### src/rtl/rv32i_pkg.sv
// Shared RV32I constants and types for the writeback path and register file.
package rv32i_pkg;

    localparam int XLEN       = 32;
    localparam int REG_ADDR_W = 5;

    localparam logic [REG_ADDR_W-1:0] REG_ZERO = 5'd0;

    typedef struct packed {
        logic [REG_ADDR_W-1:0] addr;
        logic [XLEN-1:0]       data;
    } wb_req_t;

endpackage

### src/rtl/rr_arbiter.sv
// Round-robin arbiter: rotating pointer, wrap-around first-one search, one-hot grant.
module rr_arbiter #(
    parameter int NUM_REQ = 3
) (
    input  logic                                         clock,
    input  logic                                         reset_n,
    input  logic                                         stall,
    input  logic [NUM_REQ-1:0]                           valid,
    output logic [NUM_REQ-1:0]                           grant,
    output logic [((NUM_REQ > 1) ? $clog2(NUM_REQ) : 1)-1:0] grant_idx,
    output logic                                         transfer
);

    localparam int IDX_W = (NUM_REQ > 1) ? $clog2(NUM_REQ) : 1;

    logic [IDX_W-1:0] ptr_reg;
    logic [IDX_W-1:0] ptr_next;
    logic             found;

    // Scan from the pointer upward, wrapping past NUM_REQ-1 back to 0.
    always_comb begin
        found     = 1'b0;
        grant_idx = '0;
        for (int off = 0; off < NUM_REQ; off++) begin
            int idx;
            idx = int'(ptr_reg) + off;
            if (idx >= NUM_REQ) begin
                idx = idx - NUM_REQ;
            end
            if (!found && valid[idx]) begin
                found     = 1'b1;
                grant_idx = IDX_W'(idx);
            end
        end
    end

    always_comb begin
        grant = '0;
        if (found && !stall && reset_n) begin
            grant = NUM_REQ'(1) << grant_idx;
        end
        transfer = |grant;
    end

    always_comb begin
        ptr_next = ptr_reg;
        if (transfer) begin
            ptr_next = (grant_idx == IDX_W'(NUM_REQ - 1)) ? '0 : grant_idx + 1'b1;
        end
    end

    always_ff @(posedge clock) begin
        if (!reset_n) begin
            ptr_reg <= '0;
        end else begin
            ptr_reg <= ptr_next;
        end
    end

endmodule

### src/rtl/regfile_wb_arbiter.sv
// Shares the register-file write port among NUM_REQ writeback sources; x0 writes are dropped.
module regfile_wb_arbiter
    import rv32i_pkg::*;
#(
    parameter int NUM_REQ = 3,
    parameter int XLEN    = rv32i_pkg::XLEN,
    parameter int CNT_W   = 16
) (
    input  logic                                  clock,
    input  logic                                  reset_n,
    input  logic                                  stall_i,
    input  logic [NUM_REQ-1:0]                    req_valid_i,
    input  logic [NUM_REQ-1:0][REG_ADDR_W-1:0]    req_addr_i,
    input  logic [NUM_REQ-1:0][XLEN-1:0]          req_data_i,
    output logic [NUM_REQ-1:0]                    req_ready_o,
    output logic [REG_ADDR_W-1:0]                 rd_addr_o,
    output logic                                  wr_en_o,
    output logic [XLEN-1:0]                       wr_data_o,
    output logic [CNT_W-1:0]                      contention_cnt_o
);

    localparam int IDX_W = (NUM_REQ > 1) ? $clog2(NUM_REQ) : 1;

    logic [NUM_REQ-1:0]                 grant;
    logic [IDX_W-1:0]                   grant_idx;
    logic                               transfer;
    logic [NUM_REQ-1:0][REG_ADDR_W-1:0] masked_addr;
    logic [NUM_REQ-1:0][XLEN-1:0]       masked_data;
    logic [REG_ADDR_W-1:0]              win_addr;
    logic [XLEN-1:0]                    win_data;
    logic                               multi_valid;

    logic [REG_ADDR_W-1:0] rd_addr_reg;
    logic                  wr_en_reg;
    logic [XLEN-1:0]       wr_data_reg;
    logic [CNT_W-1:0]      cnt_reg;

    rr_arbiter #(
        .NUM_REQ (NUM_REQ)
    ) u_rr_arbiter (
        .clock     (clock),
        .reset_n   (reset_n),
        .stall     (stall_i),
        .valid     (req_valid_i),
        .grant     (grant),
        .grant_idx (grant_idx),
        .transfer  (transfer)
    );

    // Grant is one-hot, so an AND-OR mux selects the winning request.
    genvar gi;
    generate
        for (gi = 0; gi < NUM_REQ; gi++) begin : g_mask
            assign masked_addr[gi] = req_addr_i[gi] & {REG_ADDR_W{grant[gi]}};
            assign masked_data[gi] = req_data_i[gi] & {XLEN{grant[gi]}};
        end
    endgenerate

    always_comb begin
        win_addr = '0;
        win_data = '0;
        for (int i = 0; i < NUM_REQ; i++) begin
            win_addr = win_addr | masked_addr[i];
            win_data = win_data | masked_data[i];
        end
    end

    assign multi_valid = ($countones(req_valid_i) >= 2);

    always_ff @(posedge clock) begin
        if (!reset_n) begin
            rd_addr_reg <= '0;
            wr_en_reg   <= 1'b0;
            wr_data_reg <= '0;
            cnt_reg     <= '0;
        end else begin
            wr_en_reg <= 1'b0;
            if (transfer) begin
                rd_addr_reg <= win_addr;
                wr_data_reg <= win_data;
                wr_en_reg   <= (win_addr != REG_ZERO);
            end
            if (multi_valid && (cnt_reg != {CNT_W{1'b1}})) begin
                cnt_reg <= cnt_reg + 1'b1;
            end
        end
    end

    assign req_ready_o      = grant;
    assign rd_addr_o        = rd_addr_reg;
    assign wr_en_o          = wr_en_reg;
    assign wr_data_o        = wr_data_reg;
    assign contention_cnt_o = cnt_reg;

endmodule

### config.mk
export PLATFORM = sky130hd
export DESIGN_NAME = regfile_wb_arbiter
export DESIGN_NICKNAME = d
export VERILOG_FILES = /design/src/rtl/rv32i_pkg.sv /design/src/rtl/rr_arbiter.sv /design/src/rtl/regfile_wb_arbiter.sv
export SDC_FILE = /design/constraint.sdc
export NUM_CORES = 1
export LEC_CHECK = 0
export ABC_CLOCK_PERIOD_IN_PS = 4100
export CAP_MARGIN = 20
export CORE_ASPECT_RATIO = 1.2
export CORE_MARGIN = 5
export CORE_UTILIZATION = 39
export CTS_BUF_LIST = sky130_fd_sc_hd__clkbuf_8
export DETAILED_ROUTE_END_ITERATION = 7
export GPL_TIMING_DRIVEN = 1
export PLACE_DENSITY = 0.94
export SLEW_MARGIN = 40
export SYNTH_ARGS = -nofsm -noshare
export SYNTH_HDL_FRONTEND = slang
export SYNTH_HIERARCHICAL = 1
export SYNTH_SLANG_ARGS = --single-unit
### constraint.sdc
create_clock -name clock -period 4.1 [get_ports clock]
set_input_delay 0.82 -clock clock [delete_from_list [all_inputs] [get_ports clock]]
set_output_delay 0.82 -clock clock [all_outputs]
set_load 0.01 [all_outputs]
# Word-level counts from Yosys, hierarchy flattened
# Index checks and enable logic that the tools add are counted.
# totals
regBits	56
output_inout_bits	57
# op_classes
addsub	9
order_cmp	7
n_eq_ne	2
n_shift	1
n_mux	20
bitwise	10
reduce_logical	11
# op_table
operator	n
$and A32 B32 Y32	3
$lt A32 B4 Y1 const B	3
$mux W32	3
$ge A32 B3 Y1 const B	2
$or A32 B32 Y32	2
$sub A32 B3 Y32 const B	2
$add A16 B1 Y16 const B	1
$ne A16 B16 Y1 const B	1
$and A5 B5 Y5	3
$or A5 B5 Y5	2
$mux W1	9
$mux W2	4
$bmux W1 S2	3
$logic_and A1 B1 Y1	5
$reduce_bool A5 Y1	1
$add A2 B1 Y3	1
$add A2 B1 Y3 const B	1
$add A2 B2 Y3 const B	1
$ge A3 B2 Y1 const B	1
$logic_not A1 Y1	3
$mux W3	1
$reduce_or A3 Y1	1
$shl A1 B2 Y3 const A	1
$sub A2 B2 Y3 const B	1
other kinds (5)	5

# Longest topological paths before layout
# Gate-level depths: netlist (run 1).
# depth
word_depth	19
mapped_depth	12
mapped_depth_nobuf	10

# Cells and area by module
# Netlist (run 1), hierarchy kept.
# by_module_without_submodules
mod	instances	cells_per_inst	area_each_um2	seq_area_each_um2
regfile_wb_arbiter	1	272	2509.9	1081.0
rr_arbiter	1	57	436.7	40.0

# Worst setup path before layout (run 1)
# OpenSTA, ideal clock, no wires.
# synth_path
kind	register to register
start	register u_rr_arbiter.ptr_reg[0]
end	register wr_data_reg[10], in the netlist wr_data_o[10]
setup_ns	0.086
arrival_ns	3.060
required_time_ns	4.014
slack_ns	0.955
stages_incl_launch_ff	13
n_path_buf	3
synth_period_minus_slack_ns	3.145
cell_sequence	dfxtp_1 inv_1 ha_1 buf_2 nand2b_1 a21oi_1 or4b_4 and2_4 nor3_1 clkbuf_1 buf_1 a222oi_1 a211oi_1
# synth_between
elab_chain_len	18
word_cells_on_any_way	40
# synth_lines
element	line_no	rtl
start, declared	rr_arbiter.sv:16	logic [IDX_W-1:0] ptr_reg;
start signal, assigned	rr_arbiter.sv:56	ptr_reg <= ptr_next;
parallel branches: the longest is 14 deep, another holds $sub A32 B3 Y32	--	
$mux W3 *	rr_arbiter.sv:39	if (found && !stall && reset_n) begin
via req_ready_o[0]	regfile_wb_arbiter.sv:15	output logic [NUM_REQ-1:0] req_ready_o,
$and A32 B32 Y32	regfile_wb_arbiter.sv:55	assign masked_data[gi] = req_data_i[gi] & {XLEN{grant[gi]}};
$or A32 B32 Y32 (2 in series)	regfile_wb_arbiter.sv:64	win_data = win_data | masked_data[i];
end signal, assigned	regfile_wb_arbiter.sv:80	wr_data_reg <= win_data;
end, declared	regfile_wb_arbiter.sv:35	logic [XLEN-1:0] wr_data_reg;
# Mark *: on every way through the listed nets, which the timed path passes. The select of a mux whose other input is x is not followed.
# A chain may end at the register's enable or synchronous reset.

# Worst setup path after layout (run 1)
# layout_path
start	input port req_valid_i[2]
end	output port req_ready_o[0]
# layout_between
elab_chain_len	13
word_cells_on_any_way	23
# layout_lines
element	line_no	rtl
start, declared	regfile_wb_arbiter.sv:12	input logic [NUM_REQ-1:0] req_valid_i,
$bmux W1 S2	rr_arbiter.sv:30	if (!found && valid[idx]) begin
$mux W1 (not written as such) (2 in series)	rr_arbiter.sv:30	
$mux W1	rr_arbiter.sv:30	
$logic_not A1 Y1	rr_arbiter.sv:30	
$logic_and A1 B1 Y1	rr_arbiter.sv:30	
$mux W1	rr_arbiter.sv:30	
$logic_not A1 Y1	rr_arbiter.sv:30	
$logic_and A1 B1 Y1	rr_arbiter.sv:30	
$mux W1	rr_arbiter.sv:30	
$logic_and A1 B1 Y1 (2 in series)	rr_arbiter.sv:39	
$mux W3 *	rr_arbiter.sv:39	
end, declared	regfile_wb_arbiter.sv:15	
# Mark *: on every way between the ends. The rest lies on a longest branch, timed or not. The select of a mux whose other input is x is not followed.

==> results_tabular.tex, run 1 <==
\begin{tabular}{lr}
\hline
Metric & Value \\
\hline
\multicolumn{2}{l}{\textbf{Timing}} \\
\quad Max Clock Freq & about 250 MHz \\
\quad Hold slack & a little under 0.5 ns \\
\quad Max Clock Skew & 0.009762 ns \\
\quad Worst-case headroom to the max-slew limit & between 50 and 60\% \\
\quad Final number of setup-violating endpoints & 0 \\
\quad RSZ-0062 raised after global routing & no \\
\quad Measured slew at the worst slew-check pin & 0.6555 ns \\
\quad Final clock period utilization by the worst path & 97.48\% \\
\quad Final min period & 3.997 ns \\
\quad Total negative slack for setup checks & 0 ns \\
\quad Final hold violation count & 0 \\
\quad Final number of max-transition violations & 0 \\
\multicolumn{2}{l}{\textbf{Power}} \\
\quad Peak supply drop & 0.1854 mV \\
\quad Static power due to leakage & 1.659 nW \\
\quad Pwr/cell area & 374.1 nW/um\^{}2 \\
\multicolumn{2}{l}{\textbf{Job}} \\
\quad Number of max-cap violations & 0 \\
\multicolumn{2}{l}{\textbf{Detailed routing}} \\
\quad Detailed-route DRC error count & 0 \\
\quad First-pass detailed-route iteration total & 8 \\
\quad Number of vias per cell after detailed routing & 5.977 \\
\quad Post-DR wirelength/cell & 18.63 um \\
\quad Iter 0 DRT Violations & roughly 300 \\
\quad Number of nets with antenna violations after detailed routing & 0 \\
\quad Routed wire length & 10750 um \\
\quad Count of vias placed by the detailed router & 3449 \\
\multicolumn{2}{l}{\textbf{Synthesis}} \\
\quad Warnings, synthesis & 6 \\
\quad Post-Syn Area & 2942 sq um \\
\quad Instance count of the mapped netlist & approximately 330 \\
\quad Synth Net Count & 451 \\
\quad Synthesized area divided by synthesized cell count & between 8 and 9 sq um \\
\multicolumn{2}{l}{\textbf{GRT}} \\
\quad First-pass GRT wire length & 15990 um \\
\quad Pin count of the biggest net entering global routing & 47 \\
\quad Number of global-route vias before repair & 3232 \\
\quad Gr usage total & 21.53\% \\
\quad GRT Residual Overflow & 0 \\
\quad Antenna violations before repair & 0 \\
\multicolumn{2}{l}{\textbf{Critical path}} \\
\quad Required arrival time at the worst endpoint & approximately 3.3 ns \\
\quad Max stage delay on crit path & approximately 0.57 ns \\
\quad Element type at the critical path start & input pin \\
\quad Worst path buffer plus inverter count & 2 \\
\quad Cell family contributing the most delay on the critical path & buffers and inverters \\
\quad Cell repeated most along the worst path & clkdlybuf4s50\_1 \\
\quad Critical Setup Path Class & input pin to primary output \\
\quad Arrival time at the worst endpoint & $\sim$3.2 ns \\
\quad Category of the worst setup path capture point & primary output \\
\quad Crit-path max FO & 5 \\
\quad Critical-path top delay cell & clkdlybuf4s50\_1 \\
\quad Critical path cell sequence & clkdlybuf4s50\_1, nand3b\_1, a21oi\_1, or4b\_4, and2\_4, nor3\_2, clkdlybuf4s50\_1 \\
\multicolumn{2}{l}{\textbf{Cells and area}} \\
\quad Nets & 609 \\
\quad Fraction of layout instances using a drive strength above 1 & 8.008\% \\
\quad Post-synthesis to final-layout area growth & 64.61\% \\
\quad Max FFs per register & 32 \\
\quad Diodes inserted & 0 \\
\quad Filler Cells Inserted & 589 \\
\quad Layout Cell Area excl Fill & 4842 sq um \\
\multicolumn{2}{l}{\textbf{Hold path}} \\
\quad Type of the tightest min-delay check & flip-flop to flip-flop \\
\multicolumn{2}{l}{\textbf{Die}} \\
\quad Area of the die & around 9400 sq um \\
\quad Vertical extent of the die & 105.1 um \\
\quad I/O Pins & 174 \\
\quad Starting density of the core & 40.20\% \\
\quad Rows & 34 \\
\quad Standard cell core area & 7317 sq um \\
\quad Die span in x & 89.28 um \\
\multicolumn{2}{l}{\textbf{Placement}} \\
\quad DP Wirelength & 8384 um \\
\quad Number of port buffers & 173 \\
\quad Weighted congestion at the end of routability-driven global placement & roughly 0.9 \\
\quad Area of placed instances & between 4000 and 5000 sq um \\
\multicolumn{2}{l}{\textbf{Clock tree}} \\
\quad CTS sink count & 56 \\
\quad Root cell of the clock tree & clkbuf\_8 \\
\quad Total CTS buffers & 5 \\
\quad CTS H-tree lvls & 2 \\
\quad Max Buffers Root-to-Sink & 2 \\
\quad Cts repair resizes & 0 \\
\quad Buffers inserted during post-CTS setup optimization & 0 \\
\quad Clock-pin slew on the worst setup and hold paths & 0.09 ns \\
\quad Clock latency on the worst-skew pair & about 0.30 ns \\
\quad CTS tree & done \\
\quad Hold bufs inserted after CTS & 0 \\
\multicolumn{2}{l}{\textbf{Run status}} \\
\quad Run status & finished clean \\
\hline
\end{tabular}
## metrics by stage
| step | std cells | util [%] | power [mW] | setup WS [ns] |
|---|---|---|---|---|
| finish | 577 | 66.18 | 1.811 | 0.1035 |
| global placement | 569 | 64.79 | 1.469 | 0.2083 |
| CTS | 577 | 66.07 | 1.814 | 0.07724 |
| detailed placement | 569 | 64.79 | 1.502 | 0.08971 |
| global route | 577 | 66.18 | 1.913 | 0.03798 |
| floorplan | 328 | - | 1.130 | 0.9784 |
## path summary, 6_finish.rpt
path	startpoint	endpoint	slack [ns]	depth (start not counted)
min reg2reg	wr_data_o[1]	wr_data_o[1]	0.49	2
min	wr_data_o[1]	wr_data_o[1]	0.49	2
max reg2reg	u_rr_arbiter/ptr_reg[0]	wr_en_o	0.89	11
max	req_valid_i[2]	req_ready_o[0]	0.10	7
## cell type report
| cell class | count | area [sq um] | area share, % |
|---|---|---|---|
| Inverter | 6 | 23.77 | 0.4910 |
| Timing Repair Buffer | 180 | 1787 | 36.90 |
| Multi-Input combinational cell | 237 | 1704 | 35.19 |
| Sequential cell | 56 | 1121 | 23.15 |
| Clock buffer | 6 | 82.58 | 1.705 |
| Clock inverter | 2 | 11.26 | 0.2326 |
| Tap cell | 90 | 112.6 | 2.326 |
## metal layers
layer / up-vias / wire length (um) / track usage [%] / share of wire (%)
met1: 1612 / 3947 / 24.87 / 37
li1: 1633 / - / - / -
met4: 0 / 308 / 6.915 / 2.9
met3: 24 / 960 / 5.197 / 8.9
met5: - / 0 / 0 / 0
met2: 180 / 5536 / 38.04 / 51
## where the power goes
| part | leakage, nW | switching, mW | internal (mW) | total [mW] |
|---|---|---|---|---|
| Combinational | 1.15 | 0.407 | 0.432 | 0.839 |
| Sequential | 0.458 | 0.0443 | 0.616 | 0.660 |
| Clock | 0.0486 | 0.177 | 0.135 | 0.312 |
| Total | 1.66 | 0.628 | 1.18 | 1.81 |
## worst min-delay path: stages (launching register included)
cell      delay [ns]
dfxtp_1         0.32
nor2_1          0.08
a211oi_1        0.05
## placed cells by master (no fill, tap or decap), types with 2 or more instances in the layout
cell and n:
a21oi_1 9, clkdlybuf4s50_1 172, a222oi_1 37, a211oi_1 38
nor2_1 46, o211ai_1 3, nand3b_1 2, nand4_1 2
clkbuf_8 6, nor3_1 4, and4_1 2, o211a_1 2
o21bai_1 2, a31oi_1 3, nand3_1 4, mux2i_1 3
and3_1 4, nand3_2 2, nand2b_1 4, nor4_1 2
nor2b_1 2, or2_2 3, o21ai_0 11, or3_1 3
o31ai_1 2, nand2_1 9, ha_1 6, or4_1 2
buf_4 7, dfxtp_1 56, inv_1 6
No activity file was read; power rests on OpenSTA's default activity.
==> run 2: changes to the inputs <==
Settings changed: CORE_UTILIZATION 39 to 66, DONT_BUFFER_PORTS from default to 1, PLACE_DENSITY 0.94 to 0.93, SLEW_MARGIN 40 to default.
==> run 2 against run 1 <==
Effect of this change:
- sequential cell count unchanged
- non-clock buffer count shrank 175
- global-route usage increased by 6.2 points
- via count decreased by 19%
- largest power group is now registers
- critical path type is now flip-flop to primary output
==> results_tabular.tex, run 2 (synthesis gave the netlist of run 1 again) <==
\begin{tabular}{lr}
\hline
Metric & Value \\
\hline
\multicolumn{2}{l}{\textbf{GRT}} \\
\quad Antenna violations before repair & 0 \\
\quad Number of global-route vias before repair & roughly 2600 \\
\quad Gr usage total & 27.69\% \\
\quad Global Route met3 Usage & 8.696\% \\
\quad GRT Residual Overflow & 0 \\
\quad Pin count of the biggest net entering global routing & 50 \\
\quad First-pass GRT wire length & approximately 14000 um \\
\quad Most used routing layer & met2 \\
\quad Met2 usage in global routing & 46.16\% \\
\quad Met1 usage in global routing & between 30 and 40\% \\
\multicolumn{2}{l}{\textbf{Die}} \\
\quad Standard cell core area & 4294 sq um \\
\quad Area of the die & a little under 6000 sq um \\
\quad Rows & 26 \\
\quad Die span in x & 70.95 um \\
\quad I/O Pins & 174 \\
\quad Vertical extent of the die & a little over 80 um \\
\quad Starting density of the core & between 60 and 70\% \\
\multicolumn{2}{l}{\textbf{Critical path}} \\
\quad Required arrival time at the worst endpoint & approximately 3.3 ns \\
\quad Cell repeated most along the worst path & a21oi\_1 \\
\quad Category of the worst setup path capture point & primary output \\
\quad Element type at the critical path start & flip-flop \\
\quad Critical Setup Path Class & flip-flop to primary output \\
\quad Max stage delay on crit path & 0.51 ns \\
\quad Arrival time at the worst endpoint & 2.67 ns \\
\quad Critical-path top delay cell & or4b\_4 \\
\quad Crit-path max FO & 14 \\
\quad Critical path cell sequence & inv\_1, ha\_1, nand2b\_1, a21oi\_1, or4b\_4, a21oi\_1, and2\_2 \\
\multicolumn{2}{l}{\textbf{Timing}} \\
\quad Final number of setup-violating endpoints & 0 \\
\quad Worst-case headroom to the max-slew limit & 47.30\% \\
\quad Final hold violation count & 0 \\
\quad Measured slew at the worst slew-check pin & between 0.7 and 0.8 ns \\
\quad Final clock period utilization by the worst path & 85.10\% \\
\quad Max Clock Freq & 286.6 MHz \\
\quad Final min period & 3.489 ns \\
\quad RSZ-0062 raised after global routing & no \\
\quad Total negative slack for setup checks & 0 ns \\
\quad Final number of max-transition violations & 0 \\
\quad Max Clock Skew & $\sim$0.0075 ns \\
\quad Least setup slack across all paths after layout & 0.6110 ns \\
\multicolumn{2}{l}{\textbf{Clock tree}} \\
\quad Max Buffers Root-to-Sink & 2 \\
\quad Clock-pin slew on the worst setup and hold paths & roughly 0.10 ns \\
\quad CTS sink count & 56 \\
\quad CTS H-tree lvls & 2 \\
\quad CTS tree & done \\
\quad Total CTS buffers & 5 \\
\quad Hold bufs inserted after CTS & 0 \\
\quad Root cell of the clock tree & clkbuf\_8 \\
\quad Cts repair resizes & 0 \\
\quad Clock latency on the worst-skew pair & 0.30 ns \\
\quad Buffers inserted during post-CTS setup optimization & 0 \\
\multicolumn{2}{l}{\textbf{Cells and area}} \\
\quad Max FFs per register & 32 \\
\quad Diodes inserted & 0 \\
\quad Fraction of layout instances using a drive strength above 1 & 11.54\% \\
\quad Count of non-filler cells in the finished layout & 368 \\
\quad Filler Cells Inserted & around 340 \\
\quad Leading cell type in the layout, fill and taps excluded & dfxtp\_1 \\
\quad Commonest cells after routing, fill and taps aside & 56 x dfxtp\_1, 46 x nor2\_1, 38 x a211oi\_1, 37 x a222oi\_1, 11 x o21ai\_0 \\
\quad Post-synthesis to final-layout area growth & 3.701\% \\
\quad Multi-input combinational cell area & 1700 sq um \\
\quad Nets & 434 \\
\quad Flip-flop and latch area & $\sim$1100 sq um \\
\multicolumn{2}{l}{\textbf{Detailed routing}} \\
\quad Number of nets with antenna violations after detailed routing & 0 \\
\quad First-pass detailed-route iteration total & 7 \\
\quad Routed wire length & roughly 8500 um \\
\quad Count of vias placed by the detailed router & 2787 \\
\quad Post-DR wirelength/cell & 23.04 um \\
\quad Detailed-route DRC error count & 0 \\
\quad Number of vias per cell after detailed routing & 7.573 \\
\quad Iter 0 DRT Violations & 347 \\
\multicolumn{2}{l}{\textbf{Placement}} \\
\quad Weighted congestion at the end of routability-driven global placement & 0.8321 \\
\quad DP Wirelength & 6430 um \\
\quad Number of port buffers & 0 \\
\quad Dpl cells & 360 \\
\quad Worst setup slack before clock tree synthesis & 0.9317 ns \\
\multicolumn{2}{l}{\textbf{Power}} \\
\quad Total Power Consumption & 1.540 mW \\
\quad Static power due to leakage & approximately 0.99 nW \\
\quad Pwr/cell area & about 500 nW/um\^{}2 \\
\quad Peak supply drop & 0.2654 mV \\
\multicolumn{2}{l}{\textbf{Run status}} \\
\quad Run status & finished clean \\
\multicolumn{2}{l}{\textbf{Hold path}} \\
\quad Type of the tightest min-delay check & flip-flop to flip-flop \\
\multicolumn{2}{l}{\textbf{Job}} \\
\quad Number of max-cap violations & 0 \\
\hline
\end{tabular}
run 2: critical path: cells and delay by family, from the launching register on:
family	cells	cell delay, ns
AO/OA/AOI/OAI	2	0.33
adder cells (fa/ha/maj)	1	0.46
buffers and inverters	1	0.08
flip-flops	1	0.40
AND/OR/NAND/NOR	3	1.10
run 2: worst paths after layout:
path / slack, ns / cells past startpoint / startpoint / end
worst min register to register: 0.54 / 2 / wr_data_o[22] / wr_data_o[22]
worst max register to register: 0.88 / 10 / u_rr_arbiter/ptr_reg[0] / wr_data_o[1]
worst max-delay path: 0.61 / 7 / u_rr_arbiter/ptr_reg[0] / req_ready_o[2]
worst min-delay path: 0.54 / 2 / wr_data_o[22] / wr_data_o[22]
run 2: layout make-up:
class	instances	share of cell area, %
clock inverters	3	0.5742
clock buffers	5	2.256
inverters	6	0.7383
well taps	56	2.297
multi-input cells	237	55.74
flip-flops and latches	56	36.75
repair buffers	5	1.641
run 2: per-stage QoR:
stage / area (sq um) / hold slack [ns] / util, %
floorplan: 2942 / 0.5006 / -
global placement: 2964 / 0.5188 / 69.03
detailed placement: 2964 / 0.5283 / 69.03
CTS: 3050 / 0.5438 / 71.04
global route: 3050 / 0.5590 / 71.04
finish: 3050 / 0.5420 / 71.04
run 2: power breakdown:
group	internal (mW)	switching, mW	leakage (nW)
clock network	0.120	0.175	0.0497
registers	0.616	0.0913	0.458
logic	0.230	0.308	0.486
total	0.966	0.574	0.993
run 2: per-layer routing:
metal  vias up  routed length, um
met3        14                868
met5         -                  0
li1       1284                  -
met2       162               4215
met4         0                146
met1      1327               3246
==> run 3: changes to the inputs <==
Settings changed: CORE_ASPECT_RATIO 1.2 to 1.25.
==> run 3 against run 2 <==
Effect of this change:
- critical path depth grew 1
- clock skew shrank 0.0033 ns
- clock power grew 6%
- via count shrank 1.1%
- critical path type unchanged
==> results_tabular.tex, run 3 (synthesis gave the netlist of run 1 again) <==
\begin{tabular}{lr}
\hline
Metric & Value \\
\hline
\multicolumn{2}{l}{\textbf{Clock tree}} \\
\quad Buffers inserted during post-CTS setup optimization & 0 \\
\quad Max Buffers Root-to-Sink & 2 \\
\quad Clock latency on the worst-skew pair & 0.30 ns \\
\quad Total CTS buffers & 5 \\
\quad Hold bufs inserted after CTS & 0 \\
\quad Root cell of the clock tree & clkbuf\_8 \\
\quad CTS tree & done \\
\quad Clock-pin slew on the worst setup and hold paths & 0.10 ns \\
\quad CTS H-tree lvls & 2 \\
\quad Cts repair resizes & 0 \\
\quad CTS sink count & 56 \\
\multicolumn{2}{l}{\textbf{Cells and area}} \\
\quad Filler Cells Inserted & 345 \\
\quad Layout Cell Area excl Fill & 3050 sq um \\
\quad Leading cell type in the layout, fill and taps excluded & dfxtp\_1 \\
\quad Diodes inserted & 0 \\
\quad Nets & around 430 \\
\quad Post-synthesis to final-layout area growth & 3.701\% \\
\quad Final Util & between 60\% and 70\% \\
\quad Commonest cells after routing, fill and taps aside & 56 x dfxtp\_1, 46 x nor2\_1, 38 x a211oi\_1, 37 x a222oi\_1, 11 x o21ai\_0 \\
\quad Max FFs per register & 32 \\
\quad Fraction of layout instances using a drive strength above 1 & 11.86\% \\
\multicolumn{2}{l}{\textbf{Power}} \\
\quad Switching pwr & 0.5742 mW \\
\quad Clock network fraction of total power & 20.1\% \\
\quad Portion of total power attributed to sequential cells & a little under half \\
\quad Internal power summed over all cells & between 0.9 and 1 mW \\
\quad Combinational share of power & roughly a third \\
\quad Pwr/cell area & 508.9 nW/um\^{}2 \\
\quad Switching part of the total power & 36.98\% \\
\quad Peak supply drop & 0.2799 mV \\
\quad Static power due to leakage & slightly below 1 nW \\
\multicolumn{2}{l}{\textbf{Detailed routing}} \\
\quad Iter 0 DRT Violations & around 370 \\
\quad Number of vias per cell after detailed routing & 7.449 \\
\quad Routed wire length & 8417 um \\
\quad Detailed-route DRC error count & 0 \\
\quad Count of vias placed by the detailed router & 2756 \\
\quad First-pass detailed-route iteration total & 6 \\
\quad Post-DR wirelength/cell & $\sim$23 um \\
\quad Number of nets with antenna violations after detailed routing & 0 \\
\multicolumn{2}{l}{\textbf{Timing}} \\
\quad Final clock period utilization by the worst path & 88.13\% \\
\quad Hold slack & 0.5402 ns \\
\quad Max Clock Skew & 0.004231 ns \\
\quad Final min period & 3.613 ns \\
\quad Worst-case headroom to the max-slew limit & 49.32\% \\
\quad Final number of max-transition violations & 0 \\
\quad Final number of setup-violating endpoints & 0 \\
\quad RSZ-0062 raised after global routing & no \\
\quad Max Clock Freq & 276.8 MHz \\
\quad Final hold violation count & 0 \\
\quad Total negative slack for setup checks & 0 ns \\
\quad Measured slew at the worst slew-check pin & 0.7591 ns \\
\multicolumn{2}{l}{\textbf{Die}} \\
\quad Die span in x & 69.71 um \\
\quad Area of the die & 5900 sq um \\
\quad Rows & 27 \\
\quad Standard cell core area & 4358 sq um \\
\quad Vertical extent of the die & around 85 um \\
\quad I/O Pins & approximately 170 \\
\quad Starting density of the core & 67.50\% \\
\multicolumn{2}{l}{\textbf{Critical path}} \\
\quad Worst path buffer plus inverter count & 2 \\
\quad Element type at the critical path start & flip-flop \\
\quad Crit-path max FO & 38 \\
\quad Arrival time at the worst endpoint & 2.79 ns \\
\quad Cell family contributing the most delay on the critical path & simple AND/OR/NAND/NOR gates \\
\quad Category of the worst setup path capture point & primary output \\
\quad Critical-path top delay cell & or4b\_4 \\
\quad Required arrival time at the worst endpoint & 3.28 ns \\
\quad Critical Setup Path Class & flip-flop to primary output \\
\quad Critical path cell sequence & inv\_1, ha\_1, nand3b\_1, a21oi\_1, or4b\_4, and2\_4, nor3\_2, buf\_4 \\
\quad Max stage delay on crit path & between 0.4 and 0.5 ns \\
\multicolumn{2}{l}{\textbf{GRT}} \\
\quad First-pass GRT wire length & around 13000 um \\
\quad Antenna violations before repair & 0 \\
\quad GRT Residual Overflow & 0 \\
\quad Pin count of the biggest net entering global routing & 47 \\
\quad Gr usage total & 27.68\% \\
\quad Number of global-route vias before repair & roughly 2700 \\
\multicolumn{2}{l}{\textbf{Placement}} \\
\quad Weighted congestion at the end of routability-driven global placement & slightly above 0.9 \\
\quad DP Wirelength & between 6000 and 7000 um \\
\quad Area of placed instances & 2954 sq um \\
\quad Number of port buffers & 0 \\
\multicolumn{2}{l}{\textbf{Job}} \\
\quad Number of max-cap violations & 0 \\
\multicolumn{2}{l}{\textbf{Hold path}} \\
\quad Type of the tightest min-delay check & flip-flop to flip-flop \\
\multicolumn{2}{l}{\textbf{Run status}} \\
\quad Run status & finished clean \\
\hline
\end{tabular}
## run 3: cell count changes in the layout (fill, tap and decap cells not counted), sizes merged
| cell | previous run | this run |
|---|---|---|
| clkbuf | 5 | 6 |
| inv | 8 | 7 |
## run 3: area by class of cell
class	count	area, sq um	share of cell area (%)
Clock buffer	6	82.58	2.707
Inverter	6	22.52	0.7383
Sequential cell	56	1121	36.75
Timing Repair Buffer	5	37.54	1.231
Multi-Input combinational cell	237	1700	55.74
Clock inverter	2	13.76	0.4512
Tap cell	58	72.57	2.379
## run 3: metal layers
layer  GRT usage, %  part of all wire, %  vias to the layer above
met4          11.67                  3.4                        0
met2          49.39                   52                      161
met1          31.04                   36                     1284
met3          7.186                  9.2                       26
met5              0                    0                        -
li1               -                    -                     1285
## run 3: worst reg2reg max path, cell delays in order, from the launching register on
cell,delay [ns]
dfxtp_1,0.40
inv_1,0.09
ha_1,0.45
nand3b_1,0.19
a21oi_1,0.17
or4b_4,0.48
a21oi_1,0.22
and2_2,0.44
buf_4,0.33
a222oi_1,0.12
and3_1,0.22
a31oi_1,0.15
## run 3: final timing paths
check / startpoint / end / slack (ns) / depth (start not counted)
min: wr_data_o[20] / wr_data_o[20] / 0.54 / 2
max: u_rr_arbiter/ptr_reg[0] / req_ready_o[0] / 0.49 / 8
min reg2reg: wr_data_o[20] / wr_data_o[20] / 0.54 / 2
max reg2reg: u_rr_arbiter/ptr_reg[0] / wr_en_o / 0.79 / 11
## run 3: through the flow
stage | std cells | setup slack (ns) | power, mW
after floorplan | 328 | 0.9784 | 1.130
after global placement | 362 | 0.9549 | 1.219
after detailed placement | 362 | 0.8552 | 1.244
after CTS | 370 | 0.5309 | 1.553
after global routing | 370 | 0.2858 | 1.652
final | 370 | 0.4867 | 1.552
## run 3: power groups by stage
| stage | registers, mW | logic (mW) | clock network (mW) |
|---|---|---|---|
| 3_3_place_gp | 0.721 | 0.498 | 0 |
| 3_5_place_dp | 0.724 | 0.520 | 0 |
| 5_1_grt | 0.719 | 0.587 | 0.347 |
| 6_report | 0.711 | 0.529 | 0.312 |
| 4_1_cts | 0.712 | 0.522 | 0.319 |
| 2_1_floorplan | 0.697 | 0.433 | 0 |
